<file path="config.mk">
export PLATFORM = sky130hd
export DESIGN_NAME = rf_write_arbiter_flat
export DESIGN_NICKNAME = d
export VERILOG_FILES = /design/src/rtl/rf_write_arbiter_if.sv /design/src/rtl/rf_write_arbiter.sv /design/src/flat_wrapper.sv
export SDC_FILE = /design/constraint.sdc
export NUM_CORES = 1
export LEC_CHECK = 0
export CAP_MARGIN = 20
export CORE_MARGIN = 3
export CORE_UTILIZATION = 55
export DETAILED_ROUTE_END_ITERATION = 10
export PLACE_DENSITY = 0.87
export SYNTH_ARGS = -nofsm -noshare
export SYNTH_HDL_FRONTEND = slang
export SYNTH_SLANG_ARGS = --single-unit
export TNS_END_PERCENT = 5
</file>
<file path="constraint.sdc">
create_clock -name clk -period 2.4 [get_ports clk]
set_input_delay 0.48 -clock clk [delete_from_list [all_inputs] [get_ports clk]]
set_output_delay 0.48 -clock clk [all_outputs]
set_load 0.1 [all_outputs]
</file>
<file path="src/rtl/rf_write_arbiter_if.sv">
// Writeback request ports and register-file write port bundle
// for the two-requester register-file write arbiter.
interface rf_write_arbiter_if #(
  parameter int W = 32
);

  logic         req0_valid;
  logic [3:0]   req0_addr;
  logic [W-1:0] req0_data;
  logic         req0_ready;

  logic         req1_valid;
  logic [3:0]   req1_addr;
  logic [W-1:0] req1_data;
  logic         req1_ready;

  logic         rf_we;
  logic [3:0]   rf_a3;
  logic [W-1:0] rf_wd;

  logic [14:0]  pending;
  logic         pc_drop;
  logic         grant_last;

  modport master (
    output req0_valid, req0_addr, req0_data,
    input  req0_ready,
    output req1_valid, req1_addr, req1_data,
    input  req1_ready,
    input  rf_we, rf_a3, rf_wd,
    input  pending, pc_drop, grant_last
  );

  modport slave (
    input  req0_valid, req0_addr, req0_data,
    output req0_ready,
    input  req1_valid, req1_addr, req1_data,
    output req1_ready,
    output rf_we, rf_a3, rf_wd,
    output pending, pc_drop, grant_last
  );

endinterface

</file>
<file path="src/rtl/rf_write_arbiter.sv">
// Round-robin arbiter sharing the register-file write port between
// ALU (port 0) and load (port 1) writeback, each with a 2-entry FIFO.
module rf_write_arbiter #(
  parameter int W = 32
) (
  input  logic              clk,
  input  logic              reset,
  input  logic              flush,
  rf_write_arbiter_if.slave bus
);

  logic [1:0]             in_valid;
  logic [1:0][3:0]        in_addr;
  logic [1:0][W-1:0]      in_data;

  logic [1:0][1:0][3:0]   addr_q, addr_d;
  logic [1:0][1:0][W-1:0] data_q, data_d;
  logic [1:0][1:0]        cnt_q, cnt_d;
  logic [1:0]             rd_q, rd_d;
  logic [1:0]             wr_q, wr_d;

  logic                   we_q, we_d;
  logic                   drop_q, drop_d;
  logic                   gl_q, gl_d;
  logic [3:0]             a3_q, a3_d;
  logic [W-1:0]           wd_q, wd_d;

  logic [1:0]             ready;
  logic [1:0]             push;
  logic [1:0]             pop;
  logic [1:0]             nonempty;
  logic [1:0][3:0]        head_addr;
  logic [1:0][W-1:0]      head_data;
  logic                   win;
  logic [1:0][1:0]        ent_v;
  logic [14:0]            pend;

  assign in_valid = {bus.req1_valid, bus.req0_valid};
  assign in_addr  = {bus.req1_addr, bus.req0_addr};
  assign in_data  = {bus.req1_data, bus.req0_data};

  // ready looks only at the registered count: a full
  // queue never accepts, even if it pops this cycle
  always_comb begin
    ready     = '0;
    push      = '0;
    nonempty  = '0;
    head_addr = '0;
    head_data = '0;
    for (int p = 0; p < 2; p++) begin
      ready[p]     = (cnt_q[p] < 2'd2) && !flush;
      push[p]      = in_valid[p] && ready[p];
      nonempty[p]  = cnt_q[p] != 2'd0;
      head_addr[p] = addr_q[p][rd_q[p]];
      head_data[p] = data_q[p][rd_q[p]];
    end
  end

  // on a tie the port that did not win last time goes
  always_comb begin
    pop = '0;
    if (!flush) begin
      unique case (nonempty)
        2'b01:   pop = 2'b01;
        2'b10:   pop = 2'b10;
        2'b11:   pop = gl_q ? 2'b01 : 2'b10;
        default: pop = '0;
      endcase
    end
    win = pop[1];
  end

  always_comb begin
    addr_d = addr_q;
    data_d = data_q;
    cnt_d  = cnt_q;
    rd_d   = rd_q;
    wr_d   = wr_q;
    for (int p = 0; p < 2; p++) begin
      if (push[p]) begin
        addr_d[p][wr_q[p]] = in_addr[p];
        data_d[p][wr_q[p]] = in_data[p];
        wr_d[p]            = ~wr_q[p];
      end
      if (pop[p]) begin
        rd_d[p] = ~rd_q[p];
      end
      cnt_d[p] = cnt_q[p]
               + {1'b0, push[p]}
               - {1'b0, pop[p]};
    end
    if (flush) begin
      cnt_d = '0;
      rd_d  = '0;
      wr_d  = '0;
    end
  end

  // r15 is the PC: popped like any entry but never written
  always_comb begin
    we_d   = 1'b0;
    drop_d = 1'b0;
    a3_d   = a3_q;
    wd_d   = wd_q;
    gl_d   = gl_q;
    if (|pop) begin
      gl_d = win;
      a3_d = head_addr[win];
      wd_d = head_data[win];
      if (head_addr[win] == 4'hF) begin
        drop_d = 1'b1;
      end else begin
        we_d = 1'b1;
      end
    end
  end

  always_comb begin
    ent_v = '0;
    pend  = '0;
    for (int p = 0; p < 2; p++) begin
      ent_v[p][0] = (cnt_q[p] == 2'd2)
                 || (cnt_q[p] == 2'd1 && !rd_q[p]);
      ent_v[p][1] = (cnt_q[p] == 2'd2)
                 || (cnt_q[p] == 2'd1 && rd_q[p]);
      for (int e = 0; e < 2; e++) begin
        if (ent_v[p][e] && addr_q[p][e] != 4'hF) begin
          pend[addr_q[p][e]] = 1'b1;
        end
      end
    end
    if (we_q && a3_q != 4'hF) begin
      pend[a3_q] = 1'b1;
    end
  end

  always_ff @(posedge clk or negedge reset) begin
    if (!reset) begin
      addr_q <= '0;
      data_q <= '0;
      cnt_q  <= '0;
      rd_q   <= '0;
      wr_q   <= '0;
      we_q   <= 1'b0;
      drop_q <= 1'b0;
      gl_q   <= 1'b1;
      a3_q   <= '0;
      wd_q   <= '0;
    end else begin
      addr_q <= addr_d;
      data_q <= data_d;
      cnt_q  <= cnt_d;
      rd_q   <= rd_d;
      wr_q   <= wr_d;
      we_q   <= we_d;
      drop_q <= drop_d;
      gl_q   <= gl_d;
      a3_q   <= a3_d;
      wd_q   <= wd_d;
    end
  end

  assign bus.req0_ready = ready[0];
  assign bus.req1_ready = ready[1];
  assign bus.rf_we      = we_q;
  assign bus.rf_a3      = a3_q;
  assign bus.rf_wd      = wd_q;
  assign bus.pending    = pend;
  assign bus.pc_drop    = drop_q;
  assign bus.grant_last = gl_q;

endmodule

</file>
<file path="src/flat_wrapper.sv">
// flat-port wrapper written by rule: the top's interface ports become plain ports
module rf_write_arbiter_flat 
#(
  parameter int W = 32
)
  (clk, reset, flush, bus_req0_valid, bus_req0_addr, bus_req0_data, bus_req0_ready, bus_req1_valid, bus_req1_addr, bus_req1_data, bus_req1_ready, bus_rf_we, bus_rf_a3, bus_rf_wd, bus_pending, bus_pc_drop, bus_grant_last);
  rf_write_arbiter_if #(.W(W)) bus_i ();
  input  logic clk;
  input  logic reset;
  input  logic flush;
  input wire logic [$bits(bus_i.req0_valid)-1:0] bus_req0_valid;
  input wire logic [$bits(bus_i.req0_addr)-1:0] bus_req0_addr;
  input wire logic [$bits(bus_i.req0_data)-1:0] bus_req0_data;
  output wire logic [$bits(bus_i.req0_ready)-1:0] bus_req0_ready;
  input wire logic [$bits(bus_i.req1_valid)-1:0] bus_req1_valid;
  input wire logic [$bits(bus_i.req1_addr)-1:0] bus_req1_addr;
  input wire logic [$bits(bus_i.req1_data)-1:0] bus_req1_data;
  output wire logic [$bits(bus_i.req1_ready)-1:0] bus_req1_ready;
  output wire logic [$bits(bus_i.rf_we)-1:0] bus_rf_we;
  output wire logic [$bits(bus_i.rf_a3)-1:0] bus_rf_a3;
  output wire logic [$bits(bus_i.rf_wd)-1:0] bus_rf_wd;
  output wire logic [$bits(bus_i.pending)-1:0] bus_pending;
  output wire logic [$bits(bus_i.pc_drop)-1:0] bus_pc_drop;
  output wire logic [$bits(bus_i.grant_last)-1:0] bus_grant_last;
  assign bus_i.req0_valid = bus_req0_valid;
  assign bus_i.req0_addr = bus_req0_addr;
  assign bus_i.req0_data = bus_req0_data;
  assign bus_req0_ready = bus_i.req0_ready;
  assign bus_i.req1_valid = bus_req1_valid;
  assign bus_i.req1_addr = bus_req1_addr;
  assign bus_i.req1_data = bus_req1_data;
  assign bus_req1_ready = bus_i.req1_ready;
  assign bus_rf_we = bus_i.rf_we;
  assign bus_rf_a3 = bus_i.rf_a3;
  assign bus_rf_wd = bus_i.rf_wd;
  assign bus_pending = bus_i.pending;
  assign bus_pc_drop = bus_i.pc_drop;
  assign bus_grant_last = bus_i.grant_last;
  rf_write_arbiter #(.W(W)) u_core (.clk(clk), .reset(reset), .flush(flush), .bus(bus_i));
endmodule
</file>
==> summary.md, run 1 <==
| Metric | Value |
|---|---|
| Status | `finished with violations` |
| Failing checks | `negative setup slack` |
| Switching pwr | `~8300 µW` |
| Synth area leader | `dfrtp_1` |
| Antenna diodes | `0` |
| Min cycle time layout | `2.578 ns` |
| Post-layout util | `between 70% and 80%` |
| RSZ-0062 raised after global routing | `true` |
| Area share of the largest cell type after synthesis | `51.73%` |
| Mean Syn Cell Area | `12.44 µm²` |
| DR WL/cell | `21.59 µm` |
| GP Congestion | `0.9463` |
| VDD IR-drop max | `1.265 mV` |
| GRT busiest layer | `met2` |
| Drt total wl | `23.94 mm` |
| Slew HR | `50.02%` |
| Final instance area | `between 0.01 and 0.015 mm²` |
| Largest cells by area after synthesis | `dfrtp_1 (52%), mux2_2 (18%), mux2i_1 (6.4%)` |
| Area delta synth->final | `27.77%` |
| Mux cell area share after synthesis | `between 20% and 30%` |
| Synth Area in XOR/XNOR | `less than 1%` |
| Synth Flop Type | `dfrtp_1` |
| Hold_buf cts | `0` |
| Worst Path Required | `1.92 ns` |
| Unique cell type count in the Yosys netlist | `52` |
| Slew of the pin with the lowest slew margin | `0.7497 ns` |
| Num ports | `133` |
| Adder-Cell Fraction of Synth Area | `0.5445%` |
| Final antenna-violating net count | `0` |
| DRC | `0` |
| Final worst-path cycle share | `107.4%` |
| Die Area | `0.01830 mm²` |
| Fin nets | `962` |
| Vias post-DR | `6689` |
| TritonRoute pass-1 iters | `5` |
| Sw Share | `between 40% and 50%` |
| Asr flop ratio synth | `100.0%` |
| Slew Limit Fails | `0` |
| Hpwl dp | `16.56 mm` |
| P_int | `10010 µW` |
| Die Y | `135.3 µm` |
| Fin Hold WS | `0.008238 ns` |
| Largest family of logic cells by synthesized area | `multiplexers` |
| Combinational share of power | `between 50% and 60%` |
| Worst-path fanout max | `4` |
| Count of state elements after synthesis | `191` |
| Vias in the first global route | `6940` |
| GR Util met3 | `6.018%` |
| Placed Area | `between 0.01 and 0.015 mm²` |
| Clock Latency Late Sink | `0.43 ns` |
| Sequential power share | `33.3%` |
| Synth top cells by count | `dfrtp_1 (190), mux2_2 (148), mux2i_1 (59)` |
| CTS tree | `built` |
| Initial Utilization | `a little under three fifths` |
| Pwr/cell area | `between 1500 and 2000 mW/mm²` |
| Synth Area in Compound Gates | `under 10%` |
| Root Driver | `clkbuf_16` |
| Die W | `135.3 µm` |
| FMAX | `387.9 MHz` |
| Antenna violations before repair | `0` |
| CP arrival | `2.10 ns` |
| Fin. Hold Viols | `0` |
| Reg clk slew, reported paths | `roughly 0.07 ns` |
| P_leak | `0.004838 µW` |
| CP Capture Type | `primary output` |
| Pin count of the biggest net entering global routing | `64` |
| Clock power share | `16.5%` |
| Bufs on Longest Clock Path | `2` |
| Port buffer count | `132` |
| Site row count | `46` |
| Clock Sinks | `191` |
| Core ar. | `0.01612 mm²` |
| Top-count cell post-synth | `dfrtp_1` |
| Register area share after synthesis | `between 50% and 60%` |
| Worst setup SP type | `flip-flop` |
| Post-Syn Area | `0.009191 mm²` |
| DR iter-0 viols | `567` |
| Share of cells above drive strength 1 | `34.71%` |
| Max-cap violations | `0` |
| Num CTS Buffers | `17` |
| GR Layer Usage met1 | `approximately 34%` |
| Post-Synth Simple-Gate Area | `9.161%` |
| Setup violators final | `15` |
| Synth Instances | `739` |
| Hold Path Class | `input pin to asynchronous set/reset pin` |
| Global-route wire length before repair | `37.93 mm` |
| Final setup skew | `0.01126 ns` |
| Ys Warns | `0` |
| EDFF count, synth | `0` |
| Total gr overflow | `0` |
| Via-to-Cell Ratio | `6.032` |
| Final WS setup | `-0.1781 ns` |
| Synthesized Nets | `820` |
| All-layer global routing usage | `approximately a quarter` |
| Worst setup path class | `flip-flop to primary output` |
| Met2 GRT Util | `approximately 44%` |
| CTS H-tree lvls | `4` |
sequential cells by signal, summed over array words and instances (netlist names):
| signal | count |
|---|---|
| u_core.bus.pc_drop | 1 |
| u_core.bus.grant_last | 1 |
| u_core.addr_q | 16 |
| u_core.bus.rf_we | 1 |
| u_core.bus.rf_wd | 32 |
| u_core.bus.rf_a3 | 4 |
| u_core.wr_q | 2 |
| u_core.data_q | 128 |
| u_core.cnt_q | 4 |
| u_core.rd_q | 2 |
worst max-delay path: stages (launching register included):
cell and delay [ns]:
dfrtp_1 0.39, or3b_4 0.45, a211oi_4 0.31, nand3_1 0.12, nand4_1 0.20, buf_12 0.20
kinds of logic after synthesis:
logic type                 Yosys count
muxes                              208
AOI/OAI and AO/OA                  107
adders and majority gates            4
DFF                                191
xor gates and xnor gates             8
and+or+nand+nor                    159
buffers and inverters               62
power groups by stage:
stage          Sequential, µW  Combinational, µW  Clock [µW]
3_5_place_dp             6060               9030           0
6_report                 6110               9230        3030
5_1_grt                  6280               9740        3170
4_1_cts                  6060               9230        3050
3_3_place_gp             5970               8820           0
2_1_floorplan            7920               4620           0
stage by stage:
step                total power, µW  setup slack (ns)  cells  setup TNS (ns)
floorplan                     12540           -0.5512    739          -5.460
CTS                           18340           -0.1580   1109          -1.916
detailed placement            15090          -0.02572   1074         -0.4127
global route                  19190           -0.2752   1109          -3.007
finish                        18360           -0.1781   1109          -2.104
global placement              14790           0.05546   1074               0
area by class of cell:
class	count	area, µm²
Multi-Input combinational cell	486	4164
Timing Repair Buffer	173	1851
Clock inverter	11	177.7
Sequential cell	191	4785
Inverter	12	50.05
Fill cell	1064	4372
Tap cell	216	270.3
Clock buffer	20	446.7
routing by layer:
layer | wire, µm | vias up
met5 | 0 | -
li1 | - | 2980
met2 | 11880 | 260
met1 | 9643 | 3384
met4 | 979 | 0
met3 | 1439 | 65
worst paths after layout:
kind,slack [ns],endpoint,from,cells after the start
max in group asynchronous,1.67,u_core.data_q[105]$_DFFE_PN0P_,reset,2
setup / recovery,-0.18,bus_pending[14],u_core.cnt_q[1]$_DFF_PN0_,5
hold reg to reg,0.51,u_core.data_q[9]$_DFFE_PN0P_,u_core.data_q[9]$_DFFE_PN0P_,1
min in group clk,0.51,u_core.data_q[9]$_DFFE_PN0P_,u_core.data_q[9]$_DFFE_PN0P_,1
hold / removal,0.008,u_core.data_q[52]$_DFFE_PN0P_,reset,1
setup reg to reg,0.28,u_core.bus.rf_a3[0]$_DFFE_PN0P_,u_core.cnt_q[1]$_DFF_PN0_,6
what timing repair did:
| action | in CTS | in global routing |
|---|---|---|
| buffers inserted | 4 | 0 |
| endpoints found under the hold margin | 0 | 0 |
| gates resized for setup | 15 | 5 |
| setup endpoints to repair | 15 | 15 |
| pin swaps | 19 | 4 |
layout by cell type, fill, tap and decap left out, types with 3 or more instances in the layout:
cell type	Yosys	routed
a211oi_2	3	4
a32oi_1	3	3
dfrtp_1	190	187
a211oi_1	16	13
xnor2_1	5	5
ha_1	4	4
nand4_1	13	13
nand3b_1	4	4
nand2_1	30	28
inv_1	10	10
clkbuf_16	0	17
clkdlybuf4s50_1	0	75
mux2i_1	59	59
nand3_1	31	29
xor2_1	3	3
nor3_1	4	4
buf_12	0	28
nand2b_1	5	3
nor2b_1	32	31
buf_4	14	67
dfrtp_2	0	3
o221ai_1	11	11
and3_1	4	4
mux2_2	148	148
nor2_1	22	22
a21oi_1	16	15
o21ai_0	7	7
bufinv_16	0	4
a22oi_1	25	23
o31a_1	12	12
Note: power is estimated with default switching activity, not from simulation.
==> inputs of run 2 (changes only) <==
--- a/config.mk
+++ b/config.mk
@@ -10,6 +10,7 @@
 export CORE_UTILIZATION = 55
 export DETAILED_ROUTE_END_ITERATION = 10
 export PLACE_DENSITY = 0.87
+export SLEW_MARGIN = 20
 export SYNTH_ARGS = -nofsm -noshare
 export SYNTH_HDL_FRONTEND = slang
 export SYNTH_SLANG_ARGS = --single-unit
==> results of run 2 <==
Same layout as run 1: the final DEF is identical, and so are final timing and power.
